## src/rtl/prog_loader_rx_pkg.sv

```systemverilog
// Shared widths, state encodings and helpers for the UART program loader.
package prog_loader_rx_pkg;

   localparam int DATA_LEN = 32;
   localparam int INSN_LEN = 32;
   localparam int LINE_LEN = 4 * INSN_LEN;
   localparam int LANES    = LINE_LEN / DATA_LEN;
   localparam int LANE_W   = $clog2(LANES);

   typedef enum logic [1:0] {
      RX_IDLE,
      RX_START,
      RX_BITS,
      RX_STOP
   } rx_state_t;

   typedef enum logic [2:0] {
      S_LEN,
      S_DATA,
      S_FLUSH,
      S_SUM,
      S_DONE
   } ld_state_t;

   // Headers beyond the memory image size are treated as a full image.
   function automatic logic [31:0] clamp_words(input logic [31:0] hdr,
                                               input logic [31:0] max_words);
      return (hdr > max_words) ? max_words : hdr;
   endfunction

endpackage

```

## src/rtl/prog_loader_rx_if.sv

```systemverilog
// Loader-to-memory write bus: word/line data, byte address and write strobes.
interface prog_loader_rx_if
   import prog_loader_rx_pkg::*;
#(
   parameter int ADDR_LEN = 32
);
   logic [ADDR_LEN-1:0] addr;
   logic [LINE_LEN-1:0] data;
   logic                we_32;
   logic                we_128;

   modport master (output addr, data, we_32, we_128);
   modport slave  (input  addr, data, we_32, we_128);
endinterface

```

## src/rtl/prog_loader_rx_uart_rx_byte.sv

```systemverilog
// 8N1 UART byte receiver with input synchronizer, glitch rejection and
// a sticky framing-error flag.
module uart_rx_byte
   import prog_loader_rx_pkg::*;
#(
   parameter int CLKS_PER_BIT = 868
) (
   input  logic       clk,
   input  logic       reset,
   input  logic       rxd,
   output logic       byte_valid,
   output logic [7:0] byte_data,
   output logic       frame_err
);

   localparam int CNT_W = $clog2(CLKS_PER_BIT);
   localparam logic [CNT_W-1:0] HALF_M1 = CNT_W'(CLKS_PER_BIT / 2 - 1);
   localparam logic [CNT_W-1:0] FULL_M1 = CNT_W'(CLKS_PER_BIT - 1);

   rx_state_t        state;
   logic             rxd_meta;
   logic             rxd_sync;
   logic [CNT_W-1:0] cnt;
   logic [2:0]       bit_idx;
   logic [7:0]       shreg;
   logic             wait_high;

   // After a bad stop bit the line must return high before a new start bit
   // can be recognised, otherwise a held-low line would retrigger forever.
   always_ff @(posedge clk) begin
      if (reset) begin
         rxd_meta   <= 1'b1;
         rxd_sync   <= 1'b1;
         state      <= RX_IDLE;
         cnt        <= '0;
         bit_idx    <= '0;
         shreg      <= '0;
         wait_high  <= 1'b0;
         byte_valid <= 1'b0;
         byte_data  <= '0;
         frame_err  <= 1'b0;
      end else begin
         rxd_meta   <= rxd;
         rxd_sync   <= rxd_meta;
         byte_valid <= 1'b0;
         case (state)
            RX_IDLE: begin
               cnt <= '0;
               if (!rxd_sync) state <= RX_START;
            end
            RX_START: begin
               if (cnt == HALF_M1) begin
                  cnt     <= '0;
                  bit_idx <= '0;
                  state   <= rxd_sync ? RX_IDLE : RX_BITS;
               end else begin
                  cnt <= cnt + CNT_W'(1);
               end
            end
            RX_BITS: begin
               if (cnt == FULL_M1) begin
                  cnt     <= '0;
                  shreg   <= {rxd_sync, shreg[7:1]};
                  bit_idx <= bit_idx + 3'd1;
                  if (bit_idx == 3'd7) state <= RX_STOP;
               end else begin
                  cnt <= cnt + CNT_W'(1);
               end
            end
            RX_STOP: begin
               if (wait_high) begin
                  if (rxd_sync) begin
                     wait_high <= 1'b0;
                     state     <= RX_IDLE;
                  end
               end else if (cnt == FULL_M1) begin
                  cnt <= '0;
                  if (rxd_sync) begin
                     byte_valid <= 1'b1;
                     byte_data  <= shreg;
                     state      <= RX_IDLE;
                  end else begin
                     frame_err <= 1'b1;
                     wait_high <= 1'b1;
                  end
               end else begin
                  cnt <= cnt + CNT_W'(1);
               end
            end
            default: state <= RX_IDLE;
         endcase
      end
   end

endmodule

```

## src/rtl/prog_loader_rx.sv

```systemverilog
// UART program loader: length header, then little-endian words written to dmem
// (per word) and imem (per 128-bit line). Define PLOADER_CHECKSUM_EN to expect
// a trailing 32-bit sum word and report mismatches on cksum_err.
module prog_loader_rx
   import prog_loader_rx_pkg::*;
#(
   parameter int CLKS_PER_BIT = 868,
   parameter int ADDR_LEN     = 32,
   parameter int MAX_WORDS    = 2048
) (
   input  logic             clk,
   input  logic             reset,
   input  logic             rxd,
   prog_loader_rx_if.master bus,
   output logic             done,
   output logic             busy,
   output logic             frame_err,
   output logic             cksum_err
);

   localparam int CNT_W = $clog2(MAX_WORDS + 1);
   localparam logic [LANE_W-1:0] LAST_LANE = LANE_W'(LANES - 1);

   logic                byte_valid;
   logic [7:0]          byte_data;
   ld_state_t           state;
   logic [1:0]          byte_cnt;
   logic [23:0]         byte_acc;
   logic [LANE_W-1:0]   lane;
   logic [CNT_W-1:0]    word_cnt;
   logic [CNT_W-1:0]    n_words;
   logic [ADDR_LEN-1:0] addr_q;
   logic [LINE_LEN-1:0] data_q;
   logic                we_32_q;
   logic                we_128_q;
   logic [31:0]         word;
   logic                word_done;

`ifdef PLOADER_CHECKSUM_EN
   logic [DATA_LEN-1:0] sum_q;
   logic                cksum_q;
   assign cksum_err = cksum_q;
   localparam ld_state_t END_STATE = S_SUM;
`else
   assign cksum_err = 1'b0;
   localparam ld_state_t END_STATE = S_DONE;
`endif
   localparam logic END_IS_DONE = (END_STATE == S_DONE);

   uart_rx_byte #(
      .CLKS_PER_BIT(CLKS_PER_BIT)
   ) u_rx (
      .clk       (clk),
      .reset     (reset),
      .rxd       (rxd),
      .byte_valid(byte_valid),
      .byte_data (byte_data),
      .frame_err (frame_err)
   );

   assign word      = {byte_data, byte_acc};
   assign word_done = byte_valid && (byte_cnt == 2'd3) && (state != S_DONE);

   assign bus.addr   = addr_q;
   assign bus.data   = data_q;
   assign bus.we_32  = we_32_q;
   assign bus.we_128 = we_128_q;

   // New words enter at the top lane so data[127:96] is always the word being
   // written; a partial final line is shifted down with zeros before its imem write.
   always_ff @(posedge clk) begin
      if (reset) begin
         state    <= S_LEN;
         byte_cnt <= '0;
         byte_acc <= '0;
         lane     <= '0;
         word_cnt <= '0;
         n_words  <= '0;
         addr_q   <= '0;
         data_q   <= '0;
         we_32_q  <= 1'b0;
         we_128_q <= 1'b0;
         done     <= 1'b0;
         busy     <= 1'b0;
`ifdef PLOADER_CHECKSUM_EN
         sum_q    <= '0;
         cksum_q  <= 1'b0;
`endif
      end else begin
         we_32_q  <= 1'b0;
         we_128_q <= 1'b0;
         if (byte_valid && state != S_DONE) begin
            byte_cnt <= byte_cnt + 2'd1;
            byte_acc <= {byte_data, byte_acc[23:8]};
         end
         case (state)
            S_LEN: begin
               if (byte_valid) busy <= 1'b1;
               if (word_done) begin
                  n_words  <= CNT_W'(clamp_words(word, 32'(MAX_WORDS)));
                  word_cnt <= '0;
                  lane     <= '0;
                  if (word == 32'd0) begin
                     state <= END_STATE;
                     done  <= END_IS_DONE;
                     busy  <= !END_IS_DONE;
                  end else begin
                     state <= S_DATA;
                  end
               end
            end
            S_DATA: begin
               if (word_done) begin
                  data_q   <= {word, data_q[LINE_LEN-1:DATA_LEN]};
                  addr_q   <= ADDR_LEN'({word_cnt, 2'b00});
                  we_32_q  <= 1'b1;
                  we_128_q <= (lane == LAST_LANE);
                  lane     <= lane + LANE_W'(1);
                  word_cnt <= word_cnt + CNT_W'(1);
`ifdef PLOADER_CHECKSUM_EN
                  sum_q    <= sum_q + word;
`endif
                  if (word_cnt == n_words - CNT_W'(1)) begin
                     if (lane != LAST_LANE) begin
                        state <= S_FLUSH;
                     end else begin
                        state <= END_STATE;
                        done  <= END_IS_DONE;
                        busy  <= !END_IS_DONE;
                     end
                  end
               end
            end
            S_FLUSH: begin
               data_q <= {DATA_LEN'(0), data_q[LINE_LEN-1:DATA_LEN]};
               addr_q <= addr_q + ADDR_LEN'(4);
               lane   <= lane + LANE_W'(1);
               if (lane == LAST_LANE) begin
                  we_128_q <= 1'b1;
                  state    <= END_STATE;
                  done     <= END_IS_DONE;
                  busy     <= !END_IS_DONE;
               end
            end
`ifdef PLOADER_CHECKSUM_EN
            S_SUM: begin
               if (word_done) begin
                  cksum_q <= cksum_q | (word != sum_q);
                  done    <= 1'b1;
                  busy    <= 1'b0;
                  state   <= S_DONE;
               end
            end
`endif
            default: ;
         endcase
      end
   end

endmodule
```

## src/flat_wrapper.sv

```systemverilog
// flat-port wrapper written by rule: the top's interface ports become plain ports
module prog_loader_rx_flat import prog_loader_rx_pkg::*;
#(
   parameter int CLKS_PER_BIT = 868,
   parameter int ADDR_LEN     = 32,
   parameter int MAX_WORDS    = 2048
)
  (clk, reset, rxd, done, busy, frame_err, cksum_err, bus_addr, bus_data, bus_we_32, bus_we_128);
  prog_loader_rx_if #(.ADDR_LEN(ADDR_LEN)) bus_i ();
  input  logic clk;
  input  logic reset;
  input  logic rxd;
  output logic done;
  output logic busy;
  output logic frame_err;
  output logic cksum_err;
  output wire logic [$bits(bus_i.addr)-1:0] bus_addr;
  output wire logic [$bits(bus_i.data)-1:0] bus_data;
  output wire logic [$bits(bus_i.we_32)-1:0] bus_we_32;
  output wire logic [$bits(bus_i.we_128)-1:0] bus_we_128;
  assign bus_addr = bus_i.addr;
  assign bus_data = bus_i.data;
  assign bus_we_32 = bus_i.we_32;
  assign bus_we_128 = bus_i.we_128;
  prog_loader_rx #(.CLKS_PER_BIT(CLKS_PER_BIT), .ADDR_LEN(ADDR_LEN), .MAX_WORDS(MAX_WORDS)) u_core (.clk(clk), .reset(reset), .rxd(rxd), .bus(bus_i), .done(done), .busy(busy), .frame_err(frame_err), .cksum_err(cksum_err));
endmodule
```

## config.mk

```make
export PLATFORM = sky130hd
export DESIGN_NAME = prog_loader_rx_flat
export DESIGN_NICKNAME = d
export VERILOG_FILES = /design/src/rtl/prog_loader_rx_pkg.sv /design/src/rtl/prog_loader_rx_if.sv /design/src/rtl/prog_loader_rx_uart_rx_byte.sv /design/src/rtl/prog_loader_rx.sv /design/src/flat_wrapper.sv
export SDC_FILE = /design/constraint.sdc
export NUM_CORES = 1
export LEC_CHECK = 0
export BUFFER_PORTS_ARGS = -buffer_cell sky130_fd_sc_hd__buf_2
export CAP_MARGIN = 5
export CORE_MARGIN = 3
export CORE_UTILIZATION = 60
export DETAILED_ROUTE_END_ITERATION = 6
export GPL_ROUTABILITY_DRIVEN = 0
export PLACE_DENSITY = 0.91
export REMOVE_ABC_BUFFERS = 1
export SLEW_MARGIN = 10
export SYNTH_ARGS = -nofsm -noshare
export SYNTH_HDL_FRONTEND = slang
export SYNTH_SLANG_ARGS = --single-unit
```

## constraint.sdc

```tcl
create_clock -name clk -period 5.85 [get_ports clk]
set_clock_uncertainty 0.1 [all_clocks]
set_input_delay 0.585 -clock clk [delete_from_list [all_inputs] [get_ports clk]]
set_output_delay 0.585 -clock clk [all_outputs]
set_load 0.02 [all_outputs]
```

; Word level (Yosys, flattened, before mapping)
; Index checks and enable logic that the tools add are counted.
[word_totals]
reg_bits = 255
input_bits = 3
[classes]
n_eq_ne = 25
n_bitwise = 5
n_mux = 57
reduce_logical = 24
n_lt_le_gt_ge = 1
n_addsub = 7
[ops]
columns = op, n
row1 = case mux 128 bit (2 select lines), 1
row2 = 2-to-1 mux 128 bit, 1
row3 = case mux 32 bit (2 select lines), 1
row4 = case mux 10 bit (4 select lines), 1
row5 = 2-to-1 mux 12 bit, 3
row6 = "adder 32 x 3 -> 32 bit, second input constant", 1
row7 = "> comparator 32 x 12 -> 1 bit, second input constant", 1
row8 = logical NOT 32 bit, 1
row9 = 2-to-1 mux 32 bit, 1
row10 = 2-to-1 mux 10 bit, 3
row11 = 2-to-1 mux 3 bit, 8
row12 = case mux 12 bit (2 select lines), 1
row13 = 2-to-1 mux 1 bit, 20
row14 = 2-to-1 mux 2 bit, 10
row15 = AND reduction 5 bit, 3
row16 = "inequality test 2 bit, second input constant", 7
row17 = "adder 12 x 1 -> 12 bit, second input constant", 1
row18 = equality test 12 bit, 1
row19 = "subtractor 12 x 1 -> 12 bit, second input constant", 1
row20 = "adder 10 x 1 -> 10 bit, second input constant", 1
row21 = "equality test 10 bit, second input constant", 1
row22 = "equality test 10 x 9 -> 1 bit, second input constant", 1
row23 = "inequality test 2 x 1 -> 1 bit, second input constant", 5
row24 = case mux 3 bit (3 select lines), 1
row25 = other kinds (25), 44

; Longest topological paths before layout
; Gate-level depths: netlist of the first run.
[depth]
word_depth = 5
ltp_mapped = 9
mapped_depth_nobuf = 9

; By module
; A second synthesis of the first run with hierarchy kept.
[unflattened]
hier_cells = 1248
area_unflattened_um2 = 10353.7
[modules_own_cells]
columns = mod, cells_each, area_per_inst_um2, n_inst
row1 = prog_loader_rx, 1041, 8629.5, 1
row2 = uart_rx_byte, 207, 1724.2, 1

; Least setup slack after synthesis of the first run
; OpenSTA, ideal clock, no wires.
[synth_path]
path_kind = register to register
from = register u_core.n_words[0]
to = register u_core.busy
arrival_ns = 2.033
stages_incl_launch_ff = 10
t_required_ns = 5.634
period_less_slack_ns = 2.249
slack_ns = 3.601
cell_sequence = dfxtp_1 > inv_1 > ha_1 > or4b_4 > o21a_1 > nor3_2 > a21oi_1 > nor4_4 > o211ai_1 > o211a_1
[synth_via]
elab_chain_len = 4
[synth_rtl]
columns = element, line_no
row1 = "start, declared", prog_loader_rx.sv:31  ; logic [CNT_W-1:0] n_words;
row2 = "start signal, assigned", prog_loader_rx.sv:100  ; n_words <= CNT_W'(clamp_words(word, 32'(MAX_WORDS)));
row3 = subtractor 12 x 1 -> 12 bit, prog_loader_rx.sv:123  ; if (word_cnt == n_words - CNT_W'(1)) begin
row4 = equality test 12 bit, prog_loader_rx.sv:123
row5 = inequality test 2 x 1 -> 1 bit (no source line), -
row6 = AND reduction 5 bit (no source line), -
row7 = "end signal, assigned", prog_loader_rx.sv:106  ; busy <= !END_IS_DONE;
row8 = "end signal, assigned", prog_loader_rx.sv:129  ; busy <= !END_IS_DONE;
row9 = "end signal, assigned", prog_loader_rx.sv:142  ; busy <= !END_IS_DONE;
row10 = "end, declared", prog_loader_rx.sv:16  ; output logic busy,
; No other way between the ends.
; A chain may end at the register's enable or synchronous reset.

; Final worst setup path of the first run
[layout_path]
from = register u_core.state[0]
to = register u_core.data_q[92] (netlist: u_core.bus.data[92])
[layout_via]
elab_chain_len = 4
word_cells_on_any_way = 8
[layout_rtl]
columns = element, line_no
row1 = "start, declared", prog_loader_rx.sv:26  ; ld_state_t state;
row2 = "start signal, assigned", prog_loader_rx.sv:73  ; state <= S_LEN;
row3 = "start signal, assigned", prog_loader_rx.sv:104  ; state <= END_STATE;
row4 = "start signal, assigned", prog_loader_rx.sv:108  ; state <= S_DATA;
row5 = inequality test 3 bit, prog_loader_rx.sv:62  ; assign word_done = byte_valid && (byte_cnt == 2'd3) && (state != S_DONE);
row6 = logical AND 1 bit, prog_loader_rx.sv:62
row7 = inequality test 2 x 1 -> 1 bit (no source line), -
row8 = AND reduction 2 bit (no source line), -
row9 = "end signal, assigned", prog_loader_rx.sv:114  ; data_q <= {word, data_q[LINE_LEN-1:DATA_LEN]};
row10 = "end signal, assigned", prog_loader_rx.sv:135  ; data_q <= {DATA_LEN'(0), data_q[LINE_LEN-1:DATA_LEN]};
row11 = "end, declared", prog_loader_rx.sv:33  ; logic [LINE_LEN-1:0] data_q;
; Several ways; a longest one is shown, not always the timed one.

==> flow_summary.ini, run 1 <==
[sta]
tns_ns = 0
finalSetupViolCount = 0
hold_violations = 0
rsz0062_at_grt = false
period_share_pct = 48.5
finalCriticalPeriod_ns = 2.84
worst_slew_pin_slew_ns = 0.954
drv_slew = 0
max_freq_ghz = 0.352
relSlewSlack_pct = 36.4

[clock_tree]
htree_levels = 1
cts.repair.resized = 0
clock_latency_ns = 0.51
cts.sinks = 253
cts_tree = done
postCtsSetupBuffers = 0
path_clk_slew_ns = 0.06
hold_buffers = 0
clk_path_buf_depth = 3
root_buffer = clkbuf_16
cts_inserted_buffers = 25

[worst_setup_path]
crit_chain = nor2_1 > and2_1 > nor2_4 > buf_4 > nand2_1 > a21oi_1
cp_max_fo = 96
max_stage_delay_ns = 0.76
required_ns = 6.18
start_kind = flop
arrival_ns = 3.17
cpMaxStageDelayCell = buf_4
crit_path_end_kind = flop
path_class = flop to flop

[floorplanning]
die_area_um2 = 18300
die_w_um = 135
die_h_um = 135
row_count = 46
start_util_pct = 62.3
design.portCount = 169
core_um2 = 16100

[min_path]
min_path_type = input port to flop

[detailed_routing]
wl_met3_um = 1560
first_iter_violations = 805
drc = 0
postRouteAntennaNets = 0
dr.pass1.iters = 5
routed.top_layer = met4
wl_per_cell_um = 14.8
wl_met2_um = 11500
via_per_inst = 5.75
drt-total-wl_um = 23700
wl_met1_um = 10200
vias = 9222

[cells_and_area]
layout_common_cells = nand2_1 (369), dfxtp_1 (253), a21oi_1 (192)
layout_commonest_cell = nand2_1
layout-drive-gt1-share_pct = 15.7
antenna_cells = 0
fin_nets = 1384
final_area_um2 = 11600
layout-area-overhead-vs-synth_pct = 16.1

[logic_synthesis]
synth-edff-count = 0
synth_area_um2 = 10000
async_reset_ff_share_pct = 0
synth_cells = 1253
ys_seq_area_share_pct = 50.5
syn_area_per_cell_um2 = 8.01
ys_warn_count = 0
ys_types = 62
synth_seq_cells = 253
synth_top_flop_cell = dfxtp_1

[outcome]
run_status = complete, no violations

[placed_design]
io_buffers = 165
placed_area_um2 = 10900
dpl.hpwl_um = 15200

[power]
vdd_drop_max_uv = 245
p_per_area_nw_per_um2 = 279
leakagePower_nw = 4.58

[grt]
grtUsageTotal_pct = 24.8
grt_pass1_vias = 8245
grt_antenna_before_repair = 0
grt_pass1_wl_um = 38900
gr-total-overflow = 0
grt_start_max_net_pins = 126

[job]
maxCapViolations = 0
[report_power, final]
part	total [mW]	switching, mW	internal [mW]
registers	1.73	0.00170	1.72
clock network	1.49	0.635	0.853
logic	0.0343	0.0303	0.00401
total	3.25	0.667	2.58
[worst paths after layout]
path / from / cells past startpoint / end / slack (ns)
max: u_core.state[0] / 6 / u_core.bus.data[92] / 3.01
min: rxd / 2 / u_core.u_rx.rxd_meta / 0.15
max reg2reg: u_core.state[0] / 6 / u_core.bus.data[92] / 3.01
min reg2reg: u_core.u_rx.rxd_meta / 1 / u_core.u_rx.rxd_sync / 0.31
[layer usage]
layer | vias up | global-route usage [%]
met3 | 53 | 3.19
met4 | 0 | 6.89
li1 | 4484 | -
met5 | - | 0
met2 | 338 | 41.9
met1 | 4347 | 33.6
[synth_stat cells, drive strengths merged, types with 5 or more instances]
library cell    n  area [um^2]
xnor2          14          123
a21oi         192          961
buf            11         61.3
and2            5         31.3
xor2           18          158
inv            13         48.8
nor3b           5         37.5
dfxtp         253         5060
nand3          33          165
nand4          12         75.1
a31oi           8         50.1
nand2         370         1390
nor2           87          327
mux2            9          101
o21ai          16         80.1
a22oi           6         45.0
clkbuf         71          267
mux2i          10          100
a22o            9         78.8
nor3           13         75.1
or3             6         37.5
ha              9          113
nor4           13         96.3
and3            9         56.3
[sequential cells by signal, indices dropped and copies added (netlist names), 8 cells and up]
register and flops:
u_core.u_rx.byte_data 8, u_core.u_rx.shreg 8, u_core.u_rx.cnt 10, u_core.word_cnt 12, u_core.n_words 12, u_core.bus.data 128
u_core.bus.addr 30, u_core.byte_acc 24
[logic make-up (layout without fill, tap and decap cells)]
family	after synthesis	after routing	share of synthesized area, %
flip-flops	253	253	50.5
multiplexers	19	19	2.01
AO/OA/AOI/OAI	267	267	15.1
AND/OR/NAND/NOR	576	576	24.6
buffers and inverters	96	229	3.79
XOR/XNOR	32	32	2.79
adder cells (fa/ha/maj)	9	9	1.12
other	1	3	0.0374
[worst max-delay path: cells and delay by family (launching register included)]
kind | cells | cell delay [ns]
AO/OA/AOI/OAI | 1 | 0.19
buffers and inverters | 1 | 0.76
flip-flops | 1 | 0.54
AND/OR/NAND/NOR | 4 | 1.06
[area by class of cell]
class / instances / area (um^2)
repair buffers: 172 / 885
clock buffers: 39 / 728
inverters: 14 / 52.6
flip-flops and latches: 253 / 5060
fillers: 1186 / 4470
well taps: 216 / 270
multi-input cells: 906 / 4620
clock inverters: 4 / 27.5
[stage by stage]
stage | util, % | hold WS (ns) | setup WS, ns | std cells | power [mW]
2_1_floorplan | - | 0.289 | -1.29 | 1173 | 1.77
3_3_place_gp | 67.6 | 0.294 | 3.21 | 1561 | 1.80
3_5_place_dp | 67.6 | 0.303 | 3.16 | 1561 | 1.80
4_1_cts | 72.3 | 0.142 | 3.09 | 1604 | 3.27
5_1_grt | 72.3 | 0.144 | 2.87 | 1604 | 3.34
6_report | 72.3 | 0.153 | 3.01 | 1604 | 3.25
Power figures use the tool's default switching activity.
==> inputs of run 2 (changes only) <==
ABC_AREA = 1   (was not set)
CORE_UTILIZATION = 51   (was 60)
PLACE_DENSITY = 0.83   (was 0.91)
clock period = 2.29 ns   (was 5.85 ns; I/O delays follow)
==> flow_summary.ini, run 2 <==
[sta]
period_share_pct = 90.7
relSlewSlack_pct = 64.6
hold_violations = 0
finalCriticalPeriod_ns = 2.08
worst_slew_pin_slew_ns = 0.530
tns_ns = 0
max_freq_ghz = 0.481
rsz0062_at_grt = false
finalWorstSetupSlack_ns = 0.212
drv_slew = 0
finalSetupViolCount = 0

[detailed_routing]
wl_per_cell_um = 13.9
drc = 0
via_per_inst = 5.34
drt-total-wl_um = 25900
first_iter_violations = 727
vias = 9937
dr.pass1.iters = 7
postRouteAntennaNets = 0

[min_path]
min_path_cells = 3
min_path_type = input port to flop
hold_end = u_core.bus.addr[5]
hold_start = reset

[cells_and_area]
fin_cells = 1861
multi_input_area_um2 = 4590
antenna_cells = 0
layout-area-overhead-vs-synth_pct = 20.8
final_util_pct = 63.7
fin_nets = 1589
regArea_um2 = 5060
layout-drive-gt1-share_pct = 16.9
n_fill_cell = 1683
layout_commonest_cell = nor2_1
layout_common_cells = nor2_1 (303), dfxtp_1 (253), nand2_1 (195)
largest_reg_flops = 128

[logic_synthesis]
synth_area_leader_cell = dfxtp_1
yosysTopAreaCellShare_pct = 48.5
syn_area_per_cell_um2 = 7.33
synth_seq_cells = 253
synth_top_flop_cell = dfxtp_1
yosys-top-cells-count = nor2_1 (305), dfxtp_1 (253), nand2_1 (195)
synth_most_common_cell = nor2_1
ys_warn_count = 0
ys_seq_area_share_pct = 48.5
synth_cells = 1425
ys_types = 43
async_reset_ff_share_pct = 0
yosys-top-cells-area = dfxtp_1 (49%), nor2_1 (11%), o21ai_0 (8.6%)
synth-edff-count = 0
synth_area_um2 = 10400

[grt]
grt_pass1_vias = 9181
gr-total-overflow = 0
grt_start_max_net_pins = 52
grtUsageTotal_pct = 22.7
grt_pass1_wl_um = 43000
grt_antenna_before_repair = 0

[worst_setup_path]
r2r_cells = 11
cp_max_fo = 5
required_ns = 2.65
r2r_end = u_core.bus.addr[30]
arrival_ns = 2.44
rr_startpoint = u_core.bus.addr[3]
start_kind = flop
path_class = flop to flop
crit_path_end_kind = flop
r2r_slack_ns = 0.21

[power]
p_per_area_nw_per_um2 = 766
vdd_drop_max_uv = 478
power_mw = 9.65
leakagePower_nw = 5.99

[clock_tree]
path_clk_slew_ns = 0.06
root_buffer = clkbuf_16
htree_levels = 1
postCtsSetupBuffers = 0
clock_latency_ns = 0.52
cts_inserted_buffers = 26
cts_tree = done
clk_path_buf_depth = 3
cts.sinks = 253

[placed_design]
preCtsSetupSlack_ns = 0.200
dp_cells = 1813
dpl.hpwl_um = 17800
io_buffers = 165

[job]
maxCapViolations = 0

[floorplanning]
die_w_um = 149
core_um2 = 19800
design.portCount = 169
row_count = 51
start_util_pct = 52.8
die_h_um = 149
die_area_um2 = 22200

[outcome]
run_status = complete, no violations
-- run 2: cell count changes in the layout (fill, tap and decap cells not counted), sizes merged, moves of 10 or more --
cell   before  now
nor2       87  308
a21oi     192   90
mux2i      10    0
inv        15  130
nor3       13   30
o21ai      16  181
nand3      33   61
buf       172  191
nand2     370  200
-- run 2: repair_timing --
item	in CTS	in global routing
endpoints found under the hold margin	1	0
hold buffers	1	0
resized for setup	0	4
endpoints found under the setup margin	0	7
-- run 2: cells by family after synthesis --
logic type / share of synthesized area, %
other: 0.0359
AND/OR/NAND/NOR: 25.5
AO/OA/AOI/OAI: 15.7
buffers and inverters: 7.69
flip-flops: 48.5
adder cells (fa/ha/maj): 1.08
XOR/XNOR: 1.43
-- run 2: area by class of cell --
| cell class | count | share of cell area [%] |
|---|---|---|
| sequential | 253 | 40.2 |
| multi-input combinational | 972 | 36.4 |
| timing repair buffer | 192 | 8.47 |
| clock buffer | 37 | 6.13 |
| inverter | 132 | 3.96 |
| tap | 265 | 2.63 |
| clock inverter | 10 | 2.20 |
-- run 2: how the worst max path moves through the flow --
stage                       start                  end  slack, ns  cells after the start
6_report       u_core.bus.addr[3]  u_core.bus.addr[30]       0.21                     11
4_1_cts        u_core.bus.addr[3]  u_core.bus.addr[30]       0.17                     11
3_5_place_dp   u_core.bus.addr[3]  u_core.bus.addr[30]       0.20                     11
5_1_grt        u_core.u_rx.cnt[0]   u_core.u_rx.cnt[6]       0.02                     12
2_1_floorplan     u_core.state[2]  u_core.bus.addr[19]      -2.21                      8
3_3_place_gp   u_core.bus.addr[3]  u_core.bus.addr[30]       0.24                     11
-- run 2: worst max-delay path, cell delays in order, from the launching register on --
cell and delay [ns]:
dfxtp_1 0.41, ha_2 0.26, nand3_2 0.13, nor2_2 0.17, nand2_1 0.11, nor2_2 0.17, nand4_2 0.16, nor2_2 0.18
nand3_1 0.10, o21ai_0 0.09, nand2_1 0.06, nor2_1 0.09
-- run 2: through the flow --
| stage | area (um^2) | hold WS, ns |
|---|---|---|
| final | 12600 | 0.0935 |
| after global routing | 12600 | 0.109 |
| after CTS | 12600 | 0.0820 |
| after detailed placement | 11500 | 0.307 |
| after global placement | 11500 | 0.299 |
| after floorplan | 10100 | 0.198 |
-- run 2: power by group --
part / leakage (nW) / internal (mW) / switching [mW]
Combinational: 3.45 / 0.0509 / 0.119
Sequential: 2.04 / 4.41 / 0.0133
Clock: 0.508 / 3.35 / 1.70
Total: 5.99 / 7.82 / 1.84
-- run 2: metal layers --
layer  vias up  GRT usage [%]  wire length, um
met1      4596           29.8            11400
met5         -              0                0
met4         0           6.32              592
li1       4940              -                -
met3        62           4.07             1810
met2       339           38.7            12200
